## src/rtl/route4.sv

```systemverilog
// route4: one-input, four-output word router.
// Each output port owns an independent 2-entry FIFO. The input word is steered
// to the FIFO named by in_select and is visible on that port one edge later.
// Per-port delivery counters count pops and wrap at 16 bits.
module route4 #(
    parameter int WIDTH = 32
) (
    input  logic             clk,
    input  logic             reset,

    input  logic             in_valid,
    output logic             in_ready,
    input  logic [WIDTH-1:0] in_data,
    input  logic [1:0]       in_select,

    output logic [3:0]       out_valid,
    input  logic [3:0]       out_ready,
    output logic [WIDTH-1:0] out_data0,
    output logic [WIDTH-1:0] out_data1,
    output logic [WIDTH-1:0] out_data2,
    output logic [WIDTH-1:0] out_data3,

    output logic [7:0]       out_count,
    output logic [15:0]      deliv_cnt0,
    output logic [15:0]      deliv_cnt1,
    output logic [15:0]      deliv_cnt2,
    output logic [15:0]      deliv_cnt3
);

    // Occupancy of the FIFO currently addressed by in_select.
    logic [1:0] sel_occ;

    // Single accept strobe; each port qualifies it with its own index.
    logic       accept;

    // Select the occupancy of the addressed port.
    always_comb begin
        sel_occ = 2'd0;
        unique case (in_select)
            2'd0:    sel_occ = g_port[0].occ_q;
            2'd1:    sel_occ = g_port[1].occ_q;
            2'd2:    sel_occ = g_port[2].occ_q;
            default: sel_occ = g_port[3].occ_q;
        endcase
    end

    // Ready depends only on the addressed FIFO's registered occupancy, never
    // on out_ready, so a full port cannot pass a word through in one cycle.
    always_comb begin
        in_ready = 1'b0;
        accept   = 1'b0;
        if (!reset) begin
            in_ready = (sel_occ < 2'd2);
        end
        accept = in_valid && in_ready;
    end

    for (genvar p = 0; p < 4; p++) begin : g_port
        // Head is the word presented on the port; tail is the second entry.
        // An entry that is not valid is always held at zero.
        logic [WIDTH-1:0] head_q;
        logic [WIDTH-1:0] tail_q;
        logic [1:0]       occ_q;
        logic [15:0]      cnt_q;
        logic             push;
        logic             pop;
        logic             valid;
        logic [WIDTH-1:0] head_out;

        // Per-port push/pop qualification and head presentation.
        always_comb begin
            valid    = (occ_q != 2'd0);
            push     = accept && (in_select == 2'(p));
            pop      = valid && out_ready[p];
            head_out = '0;
            if (valid) begin
                head_out = head_q;
            end
        end

        // FIFO storage, occupancy and delivery counter; reset overrides any
        // push or pop presented at the same edge.
        always_ff @(posedge clk) begin
            if (reset) begin
                head_q <= '0;
                tail_q <= '0;
                occ_q  <= 2'd0;
                cnt_q  <= '0;
            end else begin
                unique case ({push, pop})
                    2'b10: begin
                        if (occ_q == 2'd0) begin
                            head_q <= in_data;
                        end else begin
                            tail_q <= in_data;
                        end
                        occ_q <= occ_q + 2'd1;
                    end
                    2'b01: begin
                        head_q <= tail_q;
                        tail_q <= '0;
                        occ_q  <= occ_q - 2'd1;
                        cnt_q  <= cnt_q + 16'd1;
                    end
                    2'b11: begin
                        // Occupancy unchanged: with one word the new word
                        // becomes head; with two the queue shifts by one.
                        if (occ_q == 2'd1) begin
                            head_q <= in_data;
                        end else begin
                            head_q <= tail_q;
                            tail_q <= in_data;
                        end
                        cnt_q <= cnt_q + 16'd1;
                    end
                    default: begin
                    end
                endcase
            end
        end
    end

    // Map per-port state onto the flat output ports.
    always_comb begin
        out_valid  = {g_port[3].valid, g_port[2].valid,
                      g_port[1].valid, g_port[0].valid};
        out_count  = {g_port[3].occ_q, g_port[2].occ_q,
                      g_port[1].occ_q, g_port[0].occ_q};
        out_data0  = g_port[0].head_out;
        out_data1  = g_port[1].head_out;
        out_data2  = g_port[2].head_out;
        out_data3  = g_port[3].head_out;
        deliv_cnt0 = g_port[0].cnt_q;
        deliv_cnt1 = g_port[1].cnt_q;
        deliv_cnt2 = g_port[2].cnt_q;
        deliv_cnt3 = g_port[3].cnt_q;
    end

endmodule

```

## config.mk

```make
export PLATFORM = sky130hd
export DESIGN_NAME = route4
export DESIGN_NICKNAME = d
export VERILOG_FILES = /design/src/rtl/route4.sv
export SDC_FILE = /design/constraint.sdc
export NUM_CORES = 1
export LEC_CHECK = 0
export BUFFER_PORTS_ARGS = -buffer_cell sky130_fd_sc_hd__buf_2
export CORE_MARGIN = 5
export CORE_UTILIZATION = 51
export CTS_BUF_LIST = sky130_fd_sc_hd__clkbuf_16
export CTS_CLUSTER_DIAMETER = 40
export DETAILED_ROUTE_END_ITERATION = 16
export GPL_ROUTABILITY_DRIVEN = 1
export PLACE_DENSITY = 0.76
export SLEW_MARGIN = 20
export SYNTH_ARGS = -nofsm -noshare
export SYNTH_HDL_FRONTEND = slang
export SYNTH_SLANG_ARGS = --single-unit
```

## constraint.sdc

```tcl
create_clock -name clk -period 2.3 [get_ports clk]
set_clock_uncertainty 0.05 [all_clocks]
set_input_delay 0.345 -clock clk [delete_from_list [all_inputs] [get_ports clk]]
set_output_delay 0.345 -clock clk [all_outputs]
set_load 0.005 [all_outputs]
```

# Yosys cells after proc, flatten, opt, wreduce, memory -nomap -nowiden
# Cells that the tools add are included.
[totals]
in_bits = 41
word_cells = 132
ff_bits = 328
output_inout_bits = 205
[classes]
reduce_logical = 38
eq_ne = 31
mux = 34
n_addsub = 12
order_cmp = 1
[op_table]
columns = ["op", "count"]
rows = [
  ["32-bit case mux with 3 select lines", 8],
  ["32-bit two-way mux", 20],
  ["16-bit by 1-bit adder with 16-bit output, second input constant", 4],
  ["2-bit inequality test, second input constant", 12],
  ["2-bit == test, second input constant", 10],
  ["2-bit by 1-bit == test with 1-bit output, second input constant", 9],
  ["2-bit case mux with 2 select lines", 4],
  ["2-bit nonzero test", 8],
  ["3-bit AND reduction", 4],
  ["3-bit nonzero test", 4],
  ["2-bit zero test", 5],
  ["1-bit logical AND", 9],
  ["2-bit by 1-bit adder with 2-bit output, second input constant", 4],
  ["2-bit AND reduction", 4],
  ["2-bit OR reduction", 4],
  ["2-bit by 1-bit subtractor with 2-bit output, second input constant", 4],
  ["2-bit case mux with 3 select lines", 1],
  ["2-bit less-than comparator, second input constant", 1],
  ["1-bit two-way mux", 1],
]

# Longest topological paths before layout
[logic_depth]
ltp_word = 9
ltp_mapped = 12
depth_no_buf = 10

# Worst setup path before layout
# No wires, ideal clock.
[synth_path]
path_type = "register to register"
from = "register g_port[2].occ_q[1]"
to = "register g_port[2].tail_q[14]"
setup_time_ns = 0.071
period_less_slack_ns = 2.403
path_stages_with_launch = 10
required_ns = 2.179
arrival_time_ns = 2.282
slack_ns = -0.103
n_path_buf = 1
path_cell_list = "dfxtp_1 -> inv_1 -> ha_1 -> nand2b_1 -> clkinv_1 -> ha_1 -> a221oi_1 -> clkbuf_1 -> nand3b_1 -> a21oi_1"
[synth_via]
elab_chain_len = 8
elab_cells_between_ends = 17
classes_between = "1 x order compare; 6 x eq/ne; 3 x mux; 7 x reduce/logical"
[synth_rtl]
columns = ["element", "line_no", "text"]
rows = [
  ["from (decl)", "63", "logic [1:0] occ_q;"],
  ["from (signal assigned)", "97", "occ_q <= occ_q + 2'd1;"],
  ["from (signal assigned)", "102", "occ_q <= occ_q - 2'd1;"],
  ["2-bit case mux with 3 select lines", "39", "unique case (in_select)"],
  ["2-bit less-than comparator", "53", "in_ready = (sel_occ < 2'd2);"],
  ["1-bit two-way mux", "52", "if (!reset) begin"],
  ["1-bit logical AND", "55", "accept = in_valid && in_ready;"],
  ["1-bit logical AND", "73", "push = accept && (in_select == 2'(p));"],
  ["2-bit == test or 2-bit by 1-bit == test with 1-bit output (tied branches)", "90", "unique case ({push, pop})"],
  ["2-bit inequality test (no source line) or 3-bit nonzero test (tied branches)", "--", ""],
  ["3-bit AND reduction (no source line)", "--", ""],
  ["to (signal assigned)", "95", "tail_q <= in_data;"],
  ["to (signal assigned)", "112", "tail_q <= in_data;"],
  ["to (decl)", "62", "logic [WIDTH-1:0] tail_q;"],
]
# Several ways; a longest one is shown, not always the timed one.
# A chain may end at the register's enable or synchronous reset.

# Worst setup path after layout
[layout_path]
from = "register g_port[1].occ_q[0]"
to = "output out_data1[12]"
[layout_via]
elab_chain_len = 2
[layout_rtl]
columns = ["element", "line_no", "text"]
rows = [
  ["from (decl)", "63", ""],
  ["from (signal assigned)", "97", ""],
  ["from (signal assigned)", "102", ""],
  ["2-bit nonzero test", "72", "valid = (occ_q != 2'd0);"],
  ["32-bit two-way mux", "76", "if (valid) begin"],
  ["to (decl)", "19", "output logic [WIDTH-1:0] out_data1,"],
]
# Every way passes these cells.

==> out/results.tsv <==
metric	value	unit
drv_cap	0	
period_share	98.6	%
cts_buffer_depth	3	
fin_util	64.3	%
grt_overflow_total	0	
layout.nets	2039	
cp-start-kind	register	
synth_edf_count	0	
min_period	2.27	ns
cts_buffers	44	
vias_per_cell	5.91	
status	complete, no violations	
place_congestion	0.896	
seqPwrFrac	36.2	%
worstSetupEndpointType	output port	
grt_pass1_vias	13536	
pwr-share-clk	37.5	%
setup_slack	0.0321	ns
path_class	register to output port	
die_x	180	µm
preCtsSetupSlack	-0.0344	ns
yosys.area.top_type_share	44.6	%
synth.avg_cell_area	8.28	µm²
grt_max_degree	231	
hold_buffers	0	
leakage	7.28	nW
fmax	441	MHz
worstMarginPinSlew	1.12	ns
p_comb_share	26.3	%
clock_latency	0.54	ns
core	28600	µm²
cpPeakStageDelay	0.34	ns
clk_pin_slew	0.06	ns
yosysMostFrequentCell	dfxtp_1	
setup_viol	0	
powerDensity	1050	nW/µm²
peakVddDrop	0.000672	V
portBuffers	245	
row_count	62	
routedWlPerCell	19.3	µm
critPathMaxFanout	34	
area_growth	25.1	%
wl	45900	µm
first_pass_iters	6	
power_switching	0.00631	W
synth_flop_cell	dfxtp_1	
hpwl	28900	µm
antenna_found_initial	1	
drt_iter0_drc	1255	
yosys_warnings	0	
required	1.90	ns
grt_pass1_wl	71400	µm
synth_common_cells	dfxtp_1 (328), nor2_1 (189), nand2_1 (170)	
critPathSlowestCell	dfxtp_1	
arrival	1.87	ns
drc_errors	0	
hold_viol	0	
yosysSeqAreaShare	44.6	%
cts_max_level	2	
rsz0062_at_grt	true	
cp_cell_sequence	inv_1, ha_1, buf_4, buf_8, nor2b_2, buf_2	
synth_area	14700	µm²
ys_ff_latch	328	
stdcell_count	2386	
gr-usage-all-layers	26.2	%
clock_sinks	328	
relSlewSlack	25.4	%
dieHeight	180	µm
hp-class	primary input to register	
die-area	32300	µm²
synthTopCellsByArea	dfxtp_1 (45%), a221oi_1 (7.7%), nor2b_1 (5.7%)	
ys_async_sr_fraction	0	%
io_pins	246	
yosysTopAreaCell	dfxtp_1	
p_total	0.0193	W
slew_viol_final	0	
drive_above_1_share	22.6	%
vias	14102	
placed_cells	2300	
start_util	51.4	%
cts_tree	built	
switching_share	32.6	%
netlist_instances	1777	
syn_nets	1850	
ant_nets	0	
synth_cell_type_count	45	
root_buffer	clkbuf_16	
p_int	0.0130	W
[path summary, 6_finish.rpt]
kind | from | slack (ns) | depth (start not counted) | end
setup reg to reg | g_port[2].occ_q[1] | 0.09 | 10 | g_port[2].head_q[2]
hold reg to reg | g_port[1].tail_q[25] | 0.40 | 2 | g_port[1].tail_q[25]
hold / removal | in_data[31] | 0.12 | 3 | g_port[1].tail_q[31]
setup / recovery | g_port[1].occ_q[0] | 0.03 | 6 | out_data1[12]
[sequential cells by signal (all words and copies together) (netlist names)]
register / flops
g_port.head_q: 128
g_port.tail_q: 128
deliv_cnt0: 16
deliv_cnt1: 16
deliv_cnt2: 16
deliv_cnt3: 16
g_port.occ_q: 8
[per-layer routing]
layer / global-route usage [%] / routed length, µm
met4: 9.94 / 1510
met3: 5.58 / 4460
met5: 0 / 0
met1: 34.9 / 19000
met2: 42.0 / 20900
[critical path: cells and delay by family, from the launching register on]
| kind | cells | cell delay [ns] |
|---|---|---|
| adder cells (fa/ha/maj) | 1 | 0.20 |
| flip-flops | 1 | 0.34 |
| buffers and inverters | 4 | 0.55 |
| AND/OR/NAND/NOR | 1 | 0.21 |
[power by group through the flow]
stage                     clock, W  sequential, W  combinational, W
after global placement           0        0.00707           0.00471
after global routing       0.00756        0.00709           0.00551
final                      0.00725        0.00700           0.00509
after floorplan                  0        0.00697           0.00315
after CTS                  0.00731        0.00698           0.00491
after detailed placement         0        0.00709           0.00483
[stage by stage]
step | area, µm² | setup TNS (ns) | hold WS [ns]
finish | 18400 | 0 | 0.121
CTS | 18200 | 0 | 0.0958
global placement | 16600 | -0.0106 | 0.387
global route | 18400 | -0.0298 | 0.126
floorplan | 14700 | -0.561 | 0.382
detailed placement | 16600 | -0.0984 | 0.393
[cells in the final DEF, fill, tap and decap left out, types with 44 or more instances in the layout]
cell type	n
a21oi_1	151
clkbuf_16	48
a221oi_1	112
nand3_1	44
nor2b_1	125
nor3_1	134
nor2_1	189
nand2_1	169
nand3b_1	98
buf_2	244
dfxtp_1	328
buf_4	53
[layout make-up]
type | count | area (µm²)
fillers | 2356 | 10200
multi-input cells | 1238 | 7520
flip-flops and latches | 328 | 6570
repair buffers | 323 | 2130
clock buffers | 46 | 1150
well taps | 384 | 480
clock inverters | 35 | 424
inverters | 31 | 118
diodes | 1 | 2.50
[cells by family (layout without fill, tap and decap cells)]
logic type               after synthesis  after routing  share of synthesized area, %
AO/OA/AOI/OAI                        310            310                          14.2
other                                  0              1                             0
buffers and inverters                211            435                          5.56
flip-flops                           328            328                          44.6
AND/OR/NAND/NOR                      840            840                          29.4
XOR/XNOR                              48             48                          2.86
adder cells (fa/ha/maj)               32             32                          2.72
multiplexers                           8              8                         0.664
[timing repair]
item	CTS	global route
setup endpoints to repair	18	139
resized for setup	10	28
setup buffers	0	2
gates cloned	0	2
pin swaps	0	1
Note: power is estimated with default switching activity, not from simulation.
